## src/rtl/oam_dma_engine.sv

```systemverilog
// Bus master in front of the SM83 test memory: passes CPU accesses through when idle
// and runs a Game Boy style page-to-DST_BASE block copy with the CPU locked off the bus.
package sm83_pkg;
  typedef logic [15:0] addr_t;
  typedef logic [7:0]  data_t;
endpackage

module oam_dma_engine
  import sm83_pkg::*;
#(
  parameter int unsigned LEN      = 160,
  parameter logic [15:0] DST_BASE = 16'hFE00,
  parameter logic [15:0] REG_ADDR = 16'hFF46
) (
  input  logic  clk,
  input  logic  rst,
  input  addr_t cpu_r_addr,
  output data_t cpu_r_data,
  input  addr_t cpu_w_addr,
  input  data_t cpu_w_data,
  input  logic  cpu_wen,
  output addr_t mem_r_addr,
  input  data_t mem_r_data,
  output addr_t mem_w_addr,
  output data_t mem_w_data,
  output logic  mem_wen,
  output logic  busy,
  output logic  done
);

  typedef enum logic [1:0] {
    ST_IDLE  = 2'd0,
    ST_START = 2'd1,
    ST_XFER  = 2'd2
  } state_e;

  localparam logic [8:0] LEN_C = 9'(LEN);

  state_e     state_q, state_d;
  data_t      page_q, page_d;
  data_t      hold_q, hold_d;
  logic [8:0] idx_q, idx_d;
  logic       busy_q, busy_d;
  logic       done_q, done_d;

  logic       reg_wr_s;
  logic       reg_rd_s;
  logic       last_s;
  addr_t      src_addr_s;
  addr_t      dst_addr_s;

  assign reg_wr_s   = cpu_wen && (cpu_w_addr == REG_ADDR);
  assign reg_rd_s   = (cpu_r_addr == REG_ADDR);
  assign last_s     = (idx_q == LEN_C);
  assign src_addr_s = {page_q, 8'h00} + {7'd0, idx_q};
  // Write side lags the read side by one index; idx 0 never writes, so the -1 never matters there.
  assign dst_addr_s = DST_BASE + {7'd0, idx_q} - 16'd1;

  // Next-state logic for the copy sequencer and its data latch.
  always_comb begin
    state_d = state_q;
    page_d  = page_q;
    idx_d   = idx_q;
    hold_d  = hold_q;
    done_d  = 1'b0;
    case (state_q)
      ST_IDLE: begin
        state_d = ST_IDLE;
      end
      ST_START: begin
        state_d = ST_XFER;
        idx_d   = 9'd0;
      end
      ST_XFER: begin
        if (idx_q < LEN_C) begin
          hold_d = mem_r_data;
        end else begin
          hold_d = hold_q;
        end
        if (last_s) begin
          state_d = ST_IDLE;
          done_d  = 1'b1;
        end else begin
          idx_d = idx_q + 9'd1;
        end
      end
      default: begin
        state_d = ST_IDLE;
      end
    endcase
    // A register write wins over everything, including the final transfer cycle.
    if (reg_wr_s) begin
      state_d = ST_START;
      page_d  = cpu_w_data;
      idx_d   = 9'd0;
      done_d  = 1'b0;
    end else begin
      page_d = page_d;
    end
    busy_d = (state_d != ST_IDLE);
  end

  // State and status registers.
  always_ff @(posedge clk) begin
    if (rst) begin
      state_q <= ST_IDLE;
      page_q  <= 8'h00;
      hold_q  <= 8'h00;
      idx_q   <= 9'd0;
      busy_q  <= 1'b0;
      done_q  <= 1'b0;
    end else begin
      state_q <= state_d;
      page_q  <= page_d;
      hold_q  <= hold_d;
      idx_q   <= idx_d;
      busy_q  <= busy_d;
      done_q  <= done_d;
    end
  end

  // Bus ownership: CPU pass-through when idle, DMA addresses otherwise.
  always_comb begin
    mem_r_addr = cpu_r_addr;
    mem_w_addr = cpu_w_addr;
    mem_w_data = cpu_w_data;
    mem_wen    = 1'b0;
    cpu_r_data = mem_r_data;
    case (state_q)
      ST_IDLE: begin
        mem_wen = cpu_wen && !reg_wr_s;
      end
      ST_START: begin
        mem_r_addr = src_addr_s;
        mem_w_addr = dst_addr_s;
        mem_w_data = hold_q;
        cpu_r_data = 8'hFF;
      end
      ST_XFER: begin
        mem_r_addr = src_addr_s;
        mem_w_addr = dst_addr_s;
        mem_w_data = hold_q;
        mem_wen    = (idx_q != 9'd0);
        cpu_r_data = 8'hFF;
      end
      default: begin
        mem_wen = 1'b0;
      end
    endcase
    if (reg_rd_s) begin
      cpu_r_data = page_q;
    end else begin
      cpu_r_data = cpu_r_data;
    end
    if (rst) begin
      mem_wen = 1'b0;
    end else begin
      mem_wen = mem_wen;
    end
  end

  assign busy = busy_q;
  assign done = done_q;

endmodule

```

## config.mk

```make
export PLATFORM = sky130hd
export DESIGN_NAME = oam_dma_engine
export DESIGN_NICKNAME = d
export VERILOG_FILES = /design/src/rtl/oam_dma_engine.sv
export SDC_FILE = /design/constraint.sdc
export NUM_CORES = 1
export LEC_CHECK = 0
export CAP_MARGIN = 30
export CORE_ASPECT_RATIO = 1.5
export CORE_MARGIN = 2
export CORE_UTILIZATION = 46
export CTS_BUF_LIST = sky130_fd_sc_hd__clkbuf_8
export CTS_CLUSTER_DIAMETER = 100
export CTS_CLUSTER_SIZE = 24
export DETAILED_ROUTE_END_ITERATION = 6
export PLACE_DENSITY = 0.88
export SYNTH_ARGS = -nofsm -noshare
export SYNTH_HDL_FRONTEND = slang
export SYNTH_SLANG_ARGS = --single-unit
```

## constraint.sdc

```tcl
create_clock -name clk -period 5.86 [get_ports clk]
set_input_delay 1.172 -clock clk [delete_from_list [all_inputs] [get_ports clk]]
set_output_delay 1.172 -clock clk [all_outputs]
set_load 0.005 [all_outputs]
```

# --- After elaboration in Yosys (flattened, before gate mapping) ---
# Index checks and enable logic that the tools add are counted.
op_classes:
  add_sub_neg: 4
  n_lt_le_gt_ge: 1
  eq_ne: 6
  n_mux: 13
  bitwise: 1
  n_reduce_logical: 12
op_table:
  columns: ["operator", "count"]
  rows:
  - ["$eq A16 B16 Y1 const B", 2]
  - ["$mux W16", 2]
  - ["$mux W8", 3]
  - ["$pmux W9 S2", 1]
  - ["$add A16 B9 Y16", 1]
  - ["$sub A11 B2 Y12 const B", 1]
  - ["$add A10 B10 Y11 const A", 1]
  - ["$add A9 B1 Y9 const B", 1]
  - ["$eq A9 B8 Y1 const B", 1]
  - ["$lt A9 B8 Y1 const B", 1]
  - ["$mux W9", 1]
  - ["$reduce_bool A9 Y1", 1]
  - ["$mux W2", 2]
  - ["$pmux W2 S2", 1]
  - ["$reduce_and A2 Y1", 2]
  - ["$reduce_bool A2 Y1", 2]
  - ["$reduce_or A2 Y1", 2]
  - ["$reduce_or A3 Y1", 1]
  - ["$eq A2 B1 Y1 const B", 1]
  - ["$eq A2 B2 Y1 const B", 1]
  - ["$logic_and A1 B1 Y1", 2]
  - ["$logic_not A2 Y1", 1]
  - ["$mux W1", 2]
  - ["$ne A2 B2 Y1 const B", 1]
  - ["3 further kinds", 3]
word_totals:
  register_bits: 29
  in_bits: 51
  out_inout_bits: 51
  word_cells: 43

# --- Depth between registers and ports, before layout ---
# Gate-level depths: netlist of run 1.
depth:
  ltp_word: 6
  depth_mapped: 7
  ltp_nobuf: 6

# --- Worst setup path before layout of run 1 ---
# No wires, ideal clock.
synth_timing:
  path_type: "input to output"
  start: "in cpu_r_addr[3]"
  end: "out cpu_r_data[5]"
  arrival_ns: 2.551
  setup_slack_ns: 2.137
  stages: 5
  n_path_buf: 1
  path_cell_list: "or4bb_1 nor4_2 clkbuf_1 nand2_1 o21ai_1"
synth_via:
  elab_chain_len: 2
synth_lines:
  columns: ["element", "line", "source"]
  rows:
  - ["start, declared", "17", "input addr_t cpu_r_addr,"]
  - ["$eq A16 B16 Y1", "53", "assign reg_rd_s = (cpu_r_addr == REG_ADDR);"]
  - ["$mux W8", "150", "if (reg_rd_s) begin"]
  - ["end, declared", "18", "output data_t cpu_r_data,"]
# No other way between the ends.

# --- Final worst setup path of run 1 ---
layout_timing:
  start: "in cpu_w_addr[4]"
  end: "out mem_wen"
layout_via:
  elab_chain_len: 6
layout_lines:
  columns: ["element", "line", "source"]
  rows:
  - ["start, declared", "19", "input addr_t cpu_w_addr,"]
  - ["$eq A16 B16 Y1", "52", "assign reg_wr_s = cpu_wen && (cpu_w_addr == REG_ADDR);"]
  - ["$logic_and A1 B1 Y1", "52", null]
  - ["$logic_not A1 Y1", "131", "mem_wen = cpu_wen && !reg_wr_s;"]
  - ["$logic_and A1 B1 Y1", "131", null]
  - ["$pmux W1 S2", "129", "case (state_q)"]
  - ["$mux W1", "155", "if (rst) begin"]
  - ["end, declared", "26", "output logic mem_wen,"]
# No other way between the ends.

==> flow_metrics.tcl, run 1 <==
set metrics [dict create \
    ys_seq_elements 29 \
    core_um2 4540 \
    min_period_ns 4.74 \
    synth_flop_cell "dfxtp_1" \
    hold_start "state_q[0]" \
    overflow 0 \
    synth_top_area_cell "dfxtp_1" \
    status "finished, final reports clean" \
    grt_pass1_wl_um 10900 \
    utilization_pct 73.4 \
    postSynthAreaPerCell_um2 7.43 \
    antenna_found_initial 0 \
    cts_buffers 5 \
    cts_sinks 29 \
    cts_tree "yes" \
    cp_max_fo 11 \
    cts_hold_buf 0 \
    period_share_pct 80.8 \
    layout_commonest_cell "clkdlybuf4s50_1" \
    internal_power_w 0.000403 \
    gp_congestion 0.851 \
    switching_share_pct 21.5 \
    async_flop_share_pct 0 \
    power_density_nw_per_um2 154 \
    track_usage_pct 26.7 \
    maxCapViolCount 0 \
    cts.path.max_buffers 2 \
    yosysWarnings 0 \
    p_seq_share_pct 38.4 \
    timing.hold.ws_ns 0.495 \
    drt_iter0_markers 126 \
    die-area_um2 5310 \
    io_pins 102 \
    wl_per_cell_um 15.3 \
    syn2layout_area_growth_pct 53.0 \
    drc_errors 0 \
    clock.fmax_mhz 211 \
    synth_cell_types 41 \
    drt_wl_total_um 6830 \
    ys_seq_area_share_pct 26.7 \
    initial_core_util_pct 47.9 \
    r2r_cells 6 \
    final_cell_mix "clkdlybuf4s50_1, nor2_1, dfxtp_1" \
    cp.arrival_ns 3.56 \
    antennaDiodeCount 0 \
    clkPwrFrac_pct 41.8 \
    root_buffer "clkbuf_8" \
    clkLatencyLatePin_ns 0.29 \
    hold_end "state_q[0]" \
    ir_drop_uv 124 \
    rsz0062_at_grt "no" \
    hold_class "register to register" \
    post_cts_buffers 0 \
    hold_violations 0 \
    synthCells 293 \
    leakage_nw 1.29 \
    maxSlewHeadroom_pct 52.3 \
    vias 2453 \
    synth_fp_nets 352 \
    htreeDepth 2 \
    die_w_um 60.2 \
    worst_pin_slew_ns 0.714 \
    path_class "input port to primary output" \
    grt_max_degree 42 \
    vias_per_cell 5.50 \
    finalMaxSlewViolations 0 \
    die_y_um 88.3 \
    ff2ff_setup_slack_ns 3.78 \
    fillers 370 \
    p_sw_w 0.000110 \
    num_rows 30 \
    synth_edf_count 0 \
    fin_skew_ns 0.0109 \
    critPathRequiredTime_ns 4.69 \
    timing.rr.start "idx_q[0]" \
    ant_nets 0 \
    cp-end-kind "primary output" \
    drive_above_1_share_pct 7.85 \
    synthTopCellsByArea "dfxtp_1, nor2_1, mux2_2" \
    hpwl_um 5280 \
    combPwrFrac_pct 19.8 \
    startpoint_type "input port" \
    synth_top_area_share_pct 26.7 \
    regToRegEndpoint "idx_q[1]" \
    path_clk_slew_ns 0.07 \
    fin_tns_setup_ns 0 \
    layout.nets 440 \
    whs_path_depth 2 \
    cts.repair.resized 0 \
    netlist_area_um2 2180 \
    grt_pass1_vias 2392 \
    final-setup-viol-count 0 \
    dr.pass1.iters 5 \
    port_buffers 101 \
]
## power groups by stage
stage	Combinational, W	Sequential (W)	Clock, W
after CTS	0.000102	0.000197	0.000214
after floorplan	0.0000247	0.000201	0
after global routing	0.000108	0.000197	0.000222
final	0.000101	0.000197	0.000214
after global placement	0.0000994	0.000201	0
after detailed placement	0.000101	0.000201	0
## critical path: stages
cell	delay (ns)
clkdlybuf4s50_1	0.41
or4b_1	0.52
or4_1	0.76
nand3_1	0.17
a21oi_1	0.08
clkdlybuf4s50_1	0.45
## registers in the layout, summed over array words and instances, names as in the netlist
name and cells:
idx_q 9, hold_q 8, busy 1, page_q 8, state_q 2, done 1
## cells in the mapped netlist (all sizes together), types with 4 or more instances
cell type  number
nor2           37
dfxtp          29
nand2          27
o21ai          20
clkbuf         19
a21oi          17
inv            15
nor4           15
mux2           12
mux2i           9
a31o            8
ha              8
nand3           8
or2             7
xnor2           7
nand4           5
or4             5
xor2            5
buf             4
## worst max path at each step
stage	end	depth (start not counted)	slack (ns)	startpoint
after global routing	mem_wen	6	1.03	cpu_w_addr[4]
after floorplan	cpu_r_data[5]	5	2.14	cpu_r_addr[3]
final	mem_wen	6	1.12	cpu_w_addr[4]
after global placement	mem_wen	6	1.14	cpu_w_addr[4]
after CTS	mem_wen	6	1.13	cpu_w_addr[4]
after detailed placement	mem_wen	6	1.13	cpu_w_addr[4]
## stage by stage
step	total power [W]	cells	setup WS, ns	cell area, µm²
global route	0.000528	446	1.03	3330
detailed placement	0.000302	438	1.13	3220
CTS	0.000513	446	1.13	3330
floorplan	0.000226	293	2.14	2180
global placement	0.000301	437	1.14	3200
finish	0.000513	446	1.12	3330
## cell families (layout without fill, tap and decap cells)
group           count (synthesis)  after routing  share of synthesized area (%)
flops                          29             29                           26.7
fa+ha+maj                       8              8                           4.60
compound gates                 58             58                           16.1
xor+xnor                       12             12                           4.83
mux                            21             21                           10.3
buf+inv                        39            128                           6.90
simple gates                  126            126                           30.6
## final cells by class
type,count,area (µm²),area share [%]
Clock inverter,2,33.8,1.01
Inverter,16,60.1,1.80
Tap cell,64,80.1,2.40
Sequential cell,29,581,17.4
Clock buffer,6,82.6,2.48
Timing Repair Buffer,104,1050,31.4
Multi-Input combinational cell,225,1450,43.5
## metal layers
| metal | track usage (%) | part of all wire [%] |
|---|---|---|
| met1 | 28.0 | 37 |
| met2 | 51.9 | 57 |
| met3 | 4.53 | 4.4 |
| met4 | 8.28 | 1.6 |
| met5 | 0 | 0 |
(Power assumes the default switching activity.)
==> run 2, diff against run 1 <==
Settings changed: CORE_UTILIZATION 46 to 39, PLACE_DENSITY 0.88 to 0.8.
Clock period 5.86 ns to 4.25 ns, I/O delays scaled along.
==> run 2 against run 1 <==
  * Sequential share of layout area about the same
  * Design area down 0.15%
  * Clock power up 20%
  * Non-clock buffer count up 2
  * First-iteration DRC count down 34%
  * Clock skew down 0.0069 ns
  * Sequential power up 38%
  * Flip-flop and latch count unchanged
  * Die area up 17%
  * Register-to-register slack worse by 1.6 ns
  * Critical path depth unchanged
  * Largest cell class unchanged
  * Largest power group is now registers
  * Highest routed layer unchanged
==> flow_metrics.tcl, run 2 (same netlist as run 1, synthesis figures left out) <==
set metrics [dict create \
    post_cts_buffers 0 \
    fin_skew_ns 0.00400 \
    htreeDepth 2 \
    vias_per_cell 5.46 \
    root_buffer "clkbuf_8" \
    initial_core_util_pct 40.2 \
    switching_share_pct 22.9 \
    grt_pass1_wl_um 10900 \
    clkPwrFrac_pct 38.5 \
    num_rows 33 \
    worst-path-buf-inv 2 \
    ir_drop_uv 105 \
    hold_violations 0 \
    cts.repair.resized 0 \
    crit_path_cell_trace "clkdlybuf4s50_1 -> or4b_1 -> or4_1 -> nand3_1 -> a21oi_1 -> clkdlybuf4s50_1" \
    hold_class "register to register" \
    drt_wl_total_um 6530 \
    drt_iter0_markers 83 \
    largest_reg_flops 9 \
    dr.pass1.iters 4 \
    maxCapViolCount 0 \
    regMostFlops "idx_q" \
    design_area_um2 3330 \
    die_w_um 65.0 \
    layout_setup_ws_ns 0.345 \
    min_period_ns 3.91 \
    layout.nets 442 \
    dpl_cell_area_um2 3230 \
    clkLatencyLatePin_ns 0.28 \
    cts_buffers 5 \
    cts.path.max_buffers 2 \
    power_w 0.000665 \
    worst_pin_slew_ns 0.756 \
    finalMaxSlewViolations 0 \
    largestRegisters "idx_q (9), hold_q (8), page_q (8)" \
    cpLargestDelayFamily "simple AND/OR/NAND/NOR gates" \
    hpwl_um 5000 \
    timing.rr.start "idx_q[0]" \
    maxSlewHeadroom_pct 49.4 \
    p_seq_share_pct 40.9 \
    status "finished, final reports clean" \
    rsz0062_at_grt "no" \
    cpMostUsedCell "clkdlybuf4s50_1" \
    fillers 476 \
    drc_errors 0 \
    clock.fmax_mhz 256 \
    power_density_nw_per_um2 200 \
    fin_tns_setup_ns 0 \
    track_usage_pct 22.1 \
    die-area_um2 6210 \
    port_buffers 101 \
    cp-end-kind "primary output" \
    cp_max_fo 2 \
    critPathRequiredTime_ns 3.40 \
    startpoint "cpu_w_addr[4]" \
    die_y_um 95.5 \
    combPwrFrac_pct 20.7 \
    vias 2477 \
    drive_above_1_share_pct 8.59 \
    cts_hold_buf 0 \
    antenna_found_initial 0 \
    cts_tree "yes" \
    core_um2 5410 \
    startpoint_type "input port" \
    path_class "input port to primary output" \
    cts_sinks 29 \
    slowest_delay_ns 0.59 \
    dp_slack_ns 0.341 \
    final_cell_mix "clkdlybuf4s50_1, nor2_1, dfxtp_1" \
    layout_commonest_cell "clkdlybuf4s50_1" \
    gp_congestion 0.886 \
    path_clk_slew_ns 0.06 \
    hold_start "hold_q[1]" \
    cp.arrival_ns 3.06 \
    final-setup-viol-count 0 \
    crit_slowest_cell "or4_1" \
    ant_nets 0 \
    period_share_pct 91.9 \
    leakage_nw 1.29 \
    antennaDiodeCount 0 \
    grt_max_degree 36 \
    wl_per_cell_um 14.4 \
    internal_power_w 0.000513 \
    syn2layout_area_growth_pct 52.8 \
    overflow 0 \
    io_pins 102 \
    grt_pass1_vias 2391 \
    p_sw_w 0.000152 \
]
[run 2: cell count changes in the layout (fill, tap and decap cells not counted)]
cell and delta:
buf_4 +3, buf_12 -1, bufinv_16 -1, clkbuf_8 +1
clkinv_2 +1, inv_1 -1
[run 2: final cells by class]
class	instances	area [µm²]	share of cell area, %
multi-input cells	225	1450	43.6
repair buffers	106	1050	31.5
flip-flops and latches	29	581	17.5
clock buffers	7	96.3	2.90
well taps	70	87.6	2.63
inverters	16	60.1	1.81
clock inverters	1	5.00	0.150
[run 2: power by group through the flow]
stage | registers (W) | logic [W] | clock network, W
finish | 0.000272 | 0.000137 | 0.000256
CTS | 0.000272 | 0.000138 | 0.000256
floorplan | 0.000278 | 0.0000340 | 0
detailed placement | 0.000278 | 0.000137 | 0
global route | 0.000272 | 0.000149 | 0.000271
global placement | 0.000278 | 0.000137 | 0
[run 2: final timing paths]
| kind | depth (start not counted) | slack [ns] | endpoint |
|---|---|---|---|
| worst max-delay path | 6 | 0.34 | mem_wen |
| worst min-delay path | 2 | 0.50 | hold_q[1] |
| worst max register to register | 6 | 2.19 | idx_q[1] |
| worst min register to register | 2 | 0.50 | hold_q[1] |
[run 2: per-stage QoR]
stage          utilization [%]  hold slack (ns)  instances
4_1_cts                   61.5            0.504        454
3_3_place_gp              59.6            0.466        446
2_1_floorplan                -            0.454        293
5_1_grt                   61.5            0.529        454
3_5_place_dp              59.6            0.475        446
6_report                  61.5            0.500        454
[run 2: worst reg2reg max path, delay by kind of cell (launching register included)]
family                   cells  cell delay [ns]
flip-flops                   1             0.39
AO/OA/AOI/OAI                2             0.52
buffers and inverters        1             0.14
adder cells (fa/ha/maj)      1             0.15
AND/OR/NAND/NOR              2             0.80
[run 2: routing by layer]
metal,vias to the layer above,wire length [µm],part of all wire (%),track usage (%)
met5,-,0,0,0
met4,0,125,1.9,6.74
met3,11,362,5.5,4.01
met2,88,3540,54,42.7
met1,1156,2500,38,24.0
li1,1222,-,-,-
